==> src/rtl/decoder_arb_pkg.sv <==
// decoder_arb_pkg: shared FSM state type, default widths and the response
// timeout limit used by decoder_arb and its round-robin picker.
package decoder_arb_pkg;

    localparam int CODE_W_DEF = 7;
    localparam int RES_W_DEF  = 16;

    // Number of consecutive un-accepted RESP cycles before a response is dropped
    // (only used when the timeout build option is enabled).
    localparam int TMO_LIMIT  = 255;
    localparam int TMO_W      = 8;

    // Width of the decoder-latency down-counter; DEC_LAT is at most 7.
    localparam int LAT_CNT_W  = 3;

    typedef enum logic [1:0] {
        ST_IDLE  = 2'd0,
        ST_DRIVE = 2'd1,
        ST_WAIT  = 2'd2,
        ST_RESP  = 2'd3
    } arb_state_e;

endpackage

==> src/rtl/decoder_rr_pick.sv <==
// decoder_rr_pick: combinational round-robin selector. The search starts one
// slot after the last granted index and wraps; the first active request wins.
// Outputs a one-hot grant (all zero when nothing is requesting) and its index.
module decoder_rr_pick
    import decoder_arb_pkg::*;
#(
    parameter int NREQ  = 4,
    parameter int IDX_W = (NREQ > 1) ? $clog2(NREQ) : 1
) (
    input  logic [NREQ-1:0]  req_i,
    input  logic [IDX_W-1:0] last_i,
    output logic [NREQ-1:0]  gnt_o,
    output logic [IDX_W-1:0] idx_o
);

    logic found;

    // Walk NREQ candidate slots in rotated order; lock onto the first active one.
    always_comb begin
        gnt_o = '0;
        idx_o = '0;
        found = 1'b0;
        for (int k = 1; k <= NREQ; k++) begin
            if (!found && req_i[(int'(last_i) + k) % NREQ]) begin
                found                               = 1'b1;
                gnt_o[(int'(last_i) + k) % NREQ]    = 1'b1;
                idx_o                               = IDX_W'((int'(last_i) + k) % NREQ);
            end
        end
    end

endmodule

==> src/rtl/decoder_arb.sv <==
// decoder_arb: serialises NREQ requesters onto one shared decoder whose
// result is valid DEC_LAT cycles after dec_in changes. One transaction is in
// flight at a time; the response is held until the consumer accepts it.
// Build option: define DECODER_ARB_TIMEOUT_EN to drop responses that are not
// accepted within TMO_LIMIT RESP cycles and flag it on timeout_err.
//
// state | meaning
// IDLE  | no transaction; grants one active requester and latches its code
// DRIVE | dec_in freshly updated; loads the latency counter
// WAIT  | counts down decoder latency; captures dec_res when counter is 0
// RESP  | rsp_valid held with stable id/data until rsp_ready (or timeout)
module decoder_arb
    import decoder_arb_pkg::*;
#(
    parameter int  NREQ    = 4,
    parameter int  CODE_W  = CODE_W_DEF,
    parameter int  RES_W   = RES_W_DEF,
    parameter int  DEC_LAT = 1,
    localparam int IDX_W   = (NREQ > 1) ? $clog2(NREQ) : 1
) (
    input  logic                   clock,
    input  logic                   reset_n,
    input  logic [NREQ-1:0]        req_valid,
    input  logic [NREQ*CODE_W-1:0] req_code,
    output logic [NREQ-1:0]        req_ready,
    output logic [CODE_W-1:0]      dec_in,
    input  logic [RES_W-1:0]       dec_res,
    output logic                   rsp_valid,
    output logic [IDX_W-1:0]       rsp_id,
    output logic [RES_W-1:0]       rsp_data,
    input  logic                   rsp_ready,
`ifdef DECODER_ARB_TIMEOUT_EN
    output logic                   timeout_err,
`endif
    output logic                   busy
);

    arb_state_e             state_q, state_d;
    logic [CODE_W-1:0]      dec_in_q, dec_in_d;
    logic [IDX_W-1:0]       rsp_id_q, rsp_id_d;
    logic [RES_W-1:0]       rsp_data_q, rsp_data_d;
    logic                   rsp_valid_q, rsp_valid_d;
    logic [IDX_W-1:0]       last_q, last_d;
    logic [LAT_CNT_W-1:0]   cnt_q, cnt_d;

    logic [NREQ-1:0]        pick_gnt;
    logic [IDX_W-1:0]       pick_idx;
    logic [NREQ-1:0]        gnt;

`ifdef DECODER_ARB_TIMEOUT_EN
    logic [TMO_W-1:0]       tmo_q, tmo_d;
    logic                   tmo_fire;
`endif

    decoder_rr_pick #(
        .NREQ  (NREQ),
        .IDX_W (IDX_W)
    ) u_pick (
        .req_i  (req_valid),
        .last_i (last_q),
        .gnt_o  (pick_gnt),
        .idx_o  (pick_idx)
    );

    // Next-state and datapath updates for the grant/drive/wait/respond sequence.
    always_comb begin
        state_d     = state_q;
        dec_in_d    = dec_in_q;
        rsp_id_d    = rsp_id_q;
        rsp_data_d  = rsp_data_q;
        rsp_valid_d = rsp_valid_q;
        last_d      = last_q;
        cnt_d       = cnt_q;
        gnt         = '0;
`ifdef DECODER_ARB_TIMEOUT_EN
        tmo_d       = '0;
        tmo_fire    = 1'b0;
`endif
        case (state_q)
            ST_IDLE: begin
                if (|req_valid) begin
                    gnt      = pick_gnt;
                    dec_in_d = req_code[int'(pick_idx)*CODE_W +: CODE_W];
                    rsp_id_d = pick_idx;
                    last_d   = pick_idx;
                    state_d  = ST_DRIVE;
                end
            end
            ST_DRIVE: begin
                cnt_d   = LAT_CNT_W'(DEC_LAT - 1);
                state_d = ST_WAIT;
            end
            ST_WAIT: begin
                if (cnt_q == '0) begin
                    rsp_data_d  = dec_res;
                    rsp_valid_d = 1'b1;
                    state_d     = ST_RESP;
                end else begin
                    cnt_d = cnt_q - 1'b1;
                end
            end
            ST_RESP: begin
                if (rsp_ready) begin
                    rsp_valid_d = 1'b0;
                    state_d     = ST_IDLE;
                end
`ifdef DECODER_ARB_TIMEOUT_EN
                else if (tmo_q == TMO_W'(TMO_LIMIT)) begin
                    rsp_valid_d = 1'b0;
                    tmo_fire    = 1'b1;
                    state_d     = ST_IDLE;
                end else begin
                    tmo_d = tmo_q + 1'b1;
                end
`endif
            end
            default: begin
                state_d = ST_IDLE;
            end
        endcase
    end

    // State and datapath registers; reset leaves the pointer so index 0 is searched first.
    always_ff @(posedge clock or negedge reset_n) begin
        if (!reset_n) begin
            state_q     <= ST_IDLE;
            dec_in_q    <= '0;
            rsp_id_q    <= '0;
            rsp_data_q  <= '0;
            rsp_valid_q <= 1'b0;
            last_q      <= IDX_W'(NREQ - 1);
            cnt_q       <= '0;
        end else begin
            state_q     <= state_d;
            dec_in_q    <= dec_in_d;
            rsp_id_q    <= rsp_id_d;
            rsp_data_q  <= rsp_data_d;
            rsp_valid_q <= rsp_valid_d;
            last_q      <= last_d;
            cnt_q       <= cnt_d;
        end
    end

`ifdef DECODER_ARB_TIMEOUT_EN
    // Counts consecutive RESP cycles without acceptance; cleared outside RESP.
    always_ff @(posedge clock or negedge reset_n) begin
        if (!reset_n) begin
            tmo_q <= '0;
        end else begin
            tmo_q <= tmo_d;
        end
    end

    assign timeout_err = tmo_fire;
`endif

    // The grant is combinational from IDLE, so it is masked while reset is
    // asserted to keep req_ready low even if requests are already pending.
    assign req_ready = gnt & {NREQ{reset_n}};
    assign dec_in    = dec_in_q;
    assign rsp_valid = rsp_valid_q;
    assign rsp_id    = rsp_id_q;
    assign rsp_data  = rsp_data_q;
    assign busy      = (state_q != ST_IDLE);

endmodule

==> config.mk <==
export PLATFORM = sky130hd
export DESIGN_NAME = decoder_arb
export DESIGN_NICKNAME = d
export VERILOG_FILES = /design/src/rtl/decoder_arb_pkg.sv /design/src/rtl/decoder_rr_pick.sv /design/src/rtl/decoder_arb.sv
export SDC_FILE = /design/constraint.sdc
export NUM_CORES = 1
export LEC_CHECK = 0
export CORE_UTILIZATION = 30
export DETAILED_ROUTE_END_ITERATION = 12
export HOLD_SLACK_MARGIN = 0.06
export SLEW_MARGIN = 20
export SYNTH_ARGS = -nofsm -noshare
export SYNTH_HDL_FRONTEND = slang
export SYNTH_HIERARCHICAL = 1
export SYNTH_SLANG_ARGS = --single-unit
==> constraint.sdc <==
create_clock -name clock -period 4.2 [get_ports clock]
set_input_delay 0.84 -clock clock [delete_from_list [all_inputs] [get_ports clock]]
set_output_delay 0.84 -clock clock [all_outputs]
set_load 0.01 [all_outputs]
==> results of run 1 <==
## worst reg2reg max path, cell delays in order, from the launching register on
cell and delay [ns]:
dfstp_2 0.63, inv_1 0.16, ha_1 0.46, mux4_2 0.47, o21ai_0 0.20, a2bb2oi_1 0.17, buf_4 0.23, mux4_2 0.52
nand2_1 0.08, nand2_1 0.05
## cell type report
class / count / area [um^2] / area share, %
clock buffers: 7 / 86.3 / 2.77
clock inverters: 1 / 30.0 / 0.962
inverters: 11 / 41.3 / 1.32
multi-input cells: 137 / 1170 / 37.4
flip-flops and latches: 33 / 828 / 26.5
well taps: 80 / 100 / 3.21
repair buffers: 89 / 866 / 27.7
## registers in the layout, summed over array words and instances (netlist names)
name       count
state_q        2
rsp_data      16
rsp_valid      1
dec_in         7
rsp_id         2
last_q         2
cnt_q          3
## final timing paths
check / start / slack, ns / to / cells after the start
min in group asynchronous: reset_n / 0.66 / dec_in[2] / 2
max in group asynchronous: reset_n / 3.21 / last_q[1] / 2
min: dec_in[2] / 0.47 / dec_in[2] / 2
max: req_valid[3] / 0.22 / req_ready[3] / 6
min reg2reg: dec_in[2] / 0.47 / dec_in[2] / 2
max reg2reg: last_q[1] / 1.13 / dec_in[5] / 9
## report_power, final
group	leakage, nW	total [mW]	switching [mW]	internal [mW]
combinational	0.885	1.37	0.637	0.738
sequential	0.394	0.565	0.0876	0.478
clock	0.0585	0.308	0.114	0.193
## cells in the mapped netlist (2+ instances only)
library cell	count	area share, %
inv_1	11	2.0
a221o_1	4	1.9
nor2_1	2	0.36
buf_2	4	0.96
mux2_2	18	9.7
a21oi_1	2	0.48
mux4_2	9	9.7
o21ai_0	4	0.96
buf_6	3	1.6
dfstp_2	2	2.5
o31ai_1	4	1.4
a221oi_2	2	1.4
o211ai_1	3	1.1
ha_1	14	8.4
dfrtp_1	31	37
o21ai_1	5	1.2
and3_1	4	1.2
nand2_1	42	7.5
nand2b_1	3	0.90
## routing by layer
layer  wire, um  vias up
met2       2470       51
met3        207        9
li1           -      858
met5          0        -
met4         68        0
met1       2270      851
## kinds of logic (layout without fill, tap and decap cells)
kind of cell / count (synthesis) / after routing
xor+xnor: 1 / 1
mux: 27 / 27
fa+ha+maj: 14 / 14
buf+inv: 20 / 108
compound gates: 34 / 34
flops: 33 / 33
simple gates: 61 / 61
## stage by stage
step                      power (mW)  std cells  util (%)
after floorplan                 1.45        190         -
after global placement          1.95        350      44.5
after detailed placement        1.96        350      44.5
after CTS                       2.28        358      46.2
after global routing            2.43        358      46.2
final                           2.25        358      46.2
==> Flow_metrics.wiki, run 1 <==
{| class="wikitable"
! Metric !! Value
|-
| Result of the run || completed
|-
| Placed cell areas || ~3000 um^2
|-
| Overall routed net length || 5010 um
|-
| Floorplan die area || about 7300 um^2
|-
| Slowest stage cell on the critical path || mux4_2
|-
| Netlist Area Pre-Place || ~2100 um^2
|-
| H-tree Lvls || 2
|-
| Overall fraction of global-route tracks in use || 14.0%
|-
| Via density || 4.94
|-
| Fraction of final layout cells sized beyond drive strength 1 || 19.8%
|-
| DPL Wire Length || between 3000 and 4000 um
|-
| Global routing met3 resource utilization || roughly 2.9%
|-
| Layout fillers || around 640
|-
| Synthesized flop and latch total || 33
|-
| Post-route antenna net violation count || 0
|-
| Total iterations of the first detailed-routing run || 6
|-
| Initial cell density of the core || between 30 and 40%
|-
| Upper clock frequency limit || 251 MHz
|-
| Number of gates given a new drive strength after cts || 0
|-
| Post-synthesis xor/xnor area fraction || 0.418%
|-
| Share of cell area taken by muxes after synthesis || about a fifth
|-
| Most frequent cells in the layout || clkdlybuf4s50_1, nand2_1, dfrtp_1, mux2_2, ha_1
|-
| Via count of the first global-routing pass || 1694
|-
| I/O pins || approximately 80
|-
| Startpoint Class || primary input
|-
| Final weighted congestion of routability-driven global placement || 0.821
|-
| Clock Path Buffers || 2
|-
| Worst Max-Slew Pin Slew || between 1 and 1.5 ns
|-
| Crit-path most repeated cell || clkdlybuf4s50_1
|-
| Post-placement worst setup slack || 0.243 ns
|-
| Initial drt markers || 45
|-
| Crit-path max FO || 9
|-
| Buf+Inv Stages, Crit Path || 2
|-
| Most used flip-flop cell after synthesis || dfrtp_1
|-
| Number of input and output port buffers inserted || 81
|-
| Die outline width || 85.6 um
|-
| Syn-to-layout area delta || 48.9%
|-
| Worst Setup Slack, final || 0.217 ns
|-
| Number of enable flip-flop cells after synthesis || 0
|-
| Diode insertion count for antenna repair || 0
|-
| Sequential fraction of the synthesis area || between 30% and 40%
|-
| Crit path largest cell delay || 0.60 ns
|-
| Final setup violation count || 0
|-
| Final critical-path required period || 3.98 ns
|-
| Static Leakage || 1.34 nW
|-
| Fraction of the mapped netlist area in adder cells || 8.36%
|-
| Setup repair after global routing missed its margin || false
|-
| Wire length of the first global-routing pass || 8060 um
|-
| Number of antenna violations at the first check in global routing || 0
|-
| Required time of the critical path || 3.36 ns
|-
| Global-route track usage on met1 || 17.8%
|-
| Net count after synthesis || approximately 260
|-
| Global route hottest layer || met2
|-
| Remaining DRCs || 0
|-
| Post-Route Skew || 0.00671 ns
|-
| Vias after detailed routing || 1769
|-
| Dominant combinational cell family by area after synthesis || multiplexers
|-
| CP endpoint kind || output port
|-
| Total global routing overflow || 0
|-
| Pwr dens || 720 nW/um^2
|-
| Final number of max-transition violations || 0
|-
| # rows || 30
|-
| Type of the worst setup path || in2out
|-
| Buffer type at the clock tree root || clkbuf_8
|-
| Global routing met2 resource utilization || 23.6%
|-
| Clock net sink count || 33
|-
| Later-pin clock latency in the skew report || 0.28 ns
|-
| Worst hold margin || 0.475 ns
|-
| Yosys synthesis warning count || 6
|-
| Number of nets in the finished design || 342
|-
| Average detailed-routed wire length per instance || 14.0 um
|-
| Most common cell after layout, fill and taps aside || clkdlybuf4s50_1
|-
| Arrival time at the worst endpoint || 3.14 ns
|-
| Setup fix buffers added after clock tree synthesis || 0
|-
| Worst path top cell family by delay || buffers and inverters
|-
| Vert. Die Dim || around 86 um
|-
| Post-Synthesis Cells || 190
|-
| Maximum resistive drop on vdd || 0.000277 V
|-
| Total clock buffers created by CTS || 5
|-
| MaxCap Viol Count || 0
|-
| Post-route cell area || approximately 3100 um^2
|-
| Worst path cell trace || clkdlybuf4s50_1, mux4_2, a211oi_4, a221o_1, and3_1, clkdlybuf4s50_1
|-
| Largest net degree at the start of global routing || 34
|-
| Compound-gate portion of the synthesized area || 13.9%
|-
| Quantity of hold-fixing buffers added after cts || 0
|-
| Asr flop ratio synth || 100%
|-
| Yosys cell types || 42
|-
| Class of the worst hold path || reg2reg
|-
| Mean instance size in the synthesized netlist || between 10 and 15 um^2
|-
| Final total negative setup slack || 0 ns
|-
| Final Hold Violating Endpoints || 0
|-
| Clock tree from TritonCTS || yes
|-
| Post-synthesis share of cell area spent on and, or, nand and nor gates || between 10% and 20%
|-
| Tcrit/Tclk final || a little over nine tenths
|-
| Floorplan core area || 6760 um^2
|-
| Clock transition at the register clock pins on the worst setup and hold paths after CTS || 0.07 ns
|-
| Relative slew slack || a little under a third
|}
(Power assumes the default switching activity.)
==> inputs of run 2 (changes only) <==
CTS_CLUSTER_DIAMETER = 50   (was unset)
==> results of run 2 <==
The final DEF is identical to that of run 1; final timing and power are the same.
==> inputs of run 3 (changes only) <==
ABC_AREA = 1   (was unset)
HOLD_SLACK_MARGIN = 0.08   (was 0.06)
==> Flow_metrics.wiki, run 3 <==
{| class="wikitable"
! Metric !! Value
|-
| Diode insertion count for antenna repair || 0 (unchanged)
|-
| Number of input and output port buffers inserted || 81 (unchanged)
|-
| Later-pin clock latency in the skew report || 0.28 ns (about the same)
|-
| Wire length of the first global-routing pass || 8970 um (+11%)
|-
| Post-Route Skew || 0.00335 ns (-0.00336 ns)
|-
| Final cell count without fillers || 510 (+42%)
|-
| Static Leakage || 1.71 nW (+28%)
|-
| Buffer type at the clock tree root || clkbuf_8
|-
| Class of the worst hold path || reg2reg
|-
| Required time of the critical path || 3.36 ns (about the same)
|-
| Upper clock frequency limit || 280 MHz (+11%)
|-
| Overall routed net length || 5320 um (+6.1%)
|-
| Number of gates given a new drive strength after cts || 0 (unchanged)
|-
| Clock net sink count || 33 (unchanged)
|-
| Final setup violation count || 0 (unchanged)
|-
| # rows || 31 (+3.3%)
|-
| Post-route antenna net violation count || 0 (unchanged)
|-
| CP endpoint kind || output port
|-
| Total area of multi-input combinational cells || 1160 um^2 (-0.86%)
|-
| Final total negative setup slack || 0 ns (unchanged)
|-
| Post-synthesis xor/xnor area fraction || 0% (-0.42 points)
|-
| Vert. Die Dim || 88.7 um (+3.6%)
|-
| Clock tree from TritonCTS || yes
|-
| Worst Max-Slew Pin Slew || 0.840 ns (-0.170 ns)
|-
| Clock Path Buffers || 2 (unchanged)
|-
| Most used flip-flop cell after synthesis || dfrtp_1
|-
| Total global routing overflow || 0 (unchanged)
|-
| Die outline width || 88.7 um (+3.6%)
|-
| Clock transition at the register clock pins on the worst setup and hold paths after CTS || 0.07 ns (about the same)
|-
| Startpoint Class || flop
|-
| Most common cell in the netlist || nand2_1
|-
| Fraction of final layout cells sized beyond drive strength 1 || 8.52% (-11 points)
|-
| Netlist Area Pre-Place || 2250 um^2 (+7.5%)
|-
| Compound-gate portion of the synthesized area || 4.22% (-9.6 points)
|-
| Dominant combinational cell family by area after synthesis || simple AND/OR/NAND/NOR gates
|-
| Largest net degree at the start of global routing || 34 (unchanged)
|-
| Most frequent cells in the layout || nand2_1, clkdlybuf4s50_1, inv_1, dfrtp_1, nand3_1
|-
| Fin util || 45.0% (-1.2 points)
|-
| Remaining DRCs || 0 (unchanged)
|-
| Final Hold Violating Endpoints || 0 (unchanged)
|-
| Floorplan die area || 7860 um^2 (+7.4%)
|-
| Average detailed-routed wire length per instance || 10.4 um (-25%)
|-
| Layout fillers || 743 (+16%)
|-
| Via density || 4.27 (-14%)
|-
| Flip-flop count of the largest register, all copies and words added || 16 (unchanged)
|-
| Crit-path max FO || 12 (+3)
|-
| Overall fraction of global-route tracks in use || 14.4% (+0.40 points)
|-
| Yosys cell types || 25 (-40%)
|-
| Synth top area cells || dfrtp_1, nand2_1, ha_1
|-
| Post-Synthesis Cells || 327 (+72%)
|-
| Top cells by count, synth || nand2_1, inv_1, dfrtp_1, nand3_1, ha_1
|-
| Fraction of the mapped netlist area in adder cells || 7.77% (-0.58 points)
|-
| Sequential cell area || 828 um^2 (unchanged)
|-
| Sequential fraction of the synthesis area || 36.8% (-2.8 points)
|-
| Final total power || 2.52 mW (+12%)
|-
| Biggest area consumer among synthesized cells || dfrtp_1
|-
| Maximum resistive drop on vdd || 0.000353 V (+27%)
|-
| Syn-to-layout area delta || 44.7%
|-
| Final critical-path required period || 3.57 ns (-0.410 ns)
|-
| Total iterations of the first detailed-routing run || 4 (-2)
|-
| MaxCap Viol Count || 0 (unchanged)
|-
| Pwr dens || 774 nW/um^2 (+7.4%)
|-
| Number of nets in the finished design || 475 (+39%)
|-
| Initial cell density of the core || 31.1% (+0.049 points)
|-
| Setup repair after global routing missed its margin || false
|-
| Most common cell after layout, fill and taps aside || nand2_1
|-
| Vias after detailed routing || 2178 (+23%)
|-
| Setup fix buffers added after clock tree synthesis || 0 (unchanged)
|-
| Initial drt markers || 58 (+29%)
|-
| Number of enable flip-flop cells after synthesis || 0 (unchanged)
|-
| Synthesized flop and latch total || 33 (unchanged)
|-
| Number of antenna violations at the first check in global routing || 0 (unchanged)
|-
| Arrival time at the worst endpoint || 2.73 ns (-0.41 ns)
|-
| Floorplan core area || 7250 um^2 (+7.4%)
|-
| Placed instance count || 502 (+43%)
|-
| Via count of the first global-routing pass || 2077 (+23%)
|-
| Asr flop ratio synth || 100% (unchanged)
|-
| DPL Wire Length || 4140 um (+13%)
|-
| Total clock buffers created by CTS || 5 (unchanged)
|-
| Fraction of post-synthesis cell area in the top cell type by area || 34.4% (-2.6 points)
|-
| I/O pins || 82 (unchanged)
|-
| Result of the run || completed
|-
| Yosys synthesis warning count || 6 (unchanged)
|-
| Type of the worst setup path || reg2out
|-
| Mean instance size in the synthesized netlist || 6.89 um^2 (-38%)
|-
| Final weighted congestion of routability-driven global placement || 0.807 (-1.8%)
|-
| Post-synthesis share of cell area spent on and, or, nand and nor gates || 39.4% (+26 points)
|-
| H-tree Lvls || 2 (unchanged)
|-
| Final number of max-transition violations || 0 (unchanged)
|-
| Tcrit/Tclk final || 85.1% (-9.8 points)
|-
| Net count after synthesis || 392 (+54%)
|-
| Share of cell area taken by muxes after synthesis || 0% (-19 points)
|-
| Relative slew slack || 44.0% (+12 points)
|-
| Quantity of hold-fixing buffers added after cts || 0 (unchanged)
|}
## run 3: cells by family (layout without fill, tap and decap cells)
logic type               after synthesis  count (layout)
flip-flops                            33              33
AO/OA/AOI/OAI                         16              16
AND/OR/NAND/NOR                      204             204
adder cells (fa/ha/maj)               14              14
buffers and inverters                 60             144
## run 3: final timing paths
kind / slack (ns) / cells after the start / endpoint / startpoint
setup / recovery: 0.63 / 11 / req_ready[3] / last_q[0]
hold / removal: 0.48 / 2 / rsp_data[15] / rsp_data[15]
setup reg to reg: 1.24 / 14 / dec_in[5] / last_q[0]
hold reg to reg: 0.48 / 2 / rsp_data[15] / rsp_data[15]
max in group asynchronous: 2.86 / 2 / last_q[1] / reset_n
min in group asynchronous: 1.01 / 2 / state_q[0] / reset_n
## run 3: cell type report
type | count | share of cell area (%)
Inverter | 53 | 6.37
Timing Repair Buffer | 83 | 25.3
Clock inverter | 1 | 0.921
Sequential cell | 33 | 25.4
Clock buffer | 7 | 2.65
Tap cell | 99 | 3.80
Multi-Input combinational cell | 234 | 35.5
## run 3: layer usage
| metal | global-route usage [%] | share of wire (%) | vias to the layer above |
|---|---|---|---|
| met5 | 0 | 0 | - |
| met4 | 3.08 | 0.64 | 0 |
| met3 | 3.54 | 5.1 | 6 |
| met2 | 25.4 | 48 | 45 |
| met1 | 17.9 | 46 | 983 |
| li1 | - | - | 1144 |
## run 3: through the flow
step                      hold WS [ns]  setup slack (ns)  instance area, um^2
after floorplan                  0.453              1.56                 2250
after global placement           0.465             0.671                 3140
after global routing             0.503             0.407                 3260
after detailed placement         0.465             0.620                 3140
after CTS                        0.484             0.596                 3260
final                            0.481             0.627                 3260
## run 3: critical path, cell delays in order, from the launching register on
cell and delay, ns:
dfstp_2 0.66, inv_2 0.16, ha_1 0.36, inv_1 0.11, nand2_1 0.10, nand2_2 0.06, nor2_4 0.15, nand3_1 0.09
nand3_1 0.09, inv_1 0.04, nor2_1 0.10, clkdlybuf4s50_1 0.55
## run 3: power breakdown
group	switching [mW]	internal (mW)
clock	0.112	0.193
sequential	0.108	0.477
combinational	0.959	0.673
total	1.18	1.34
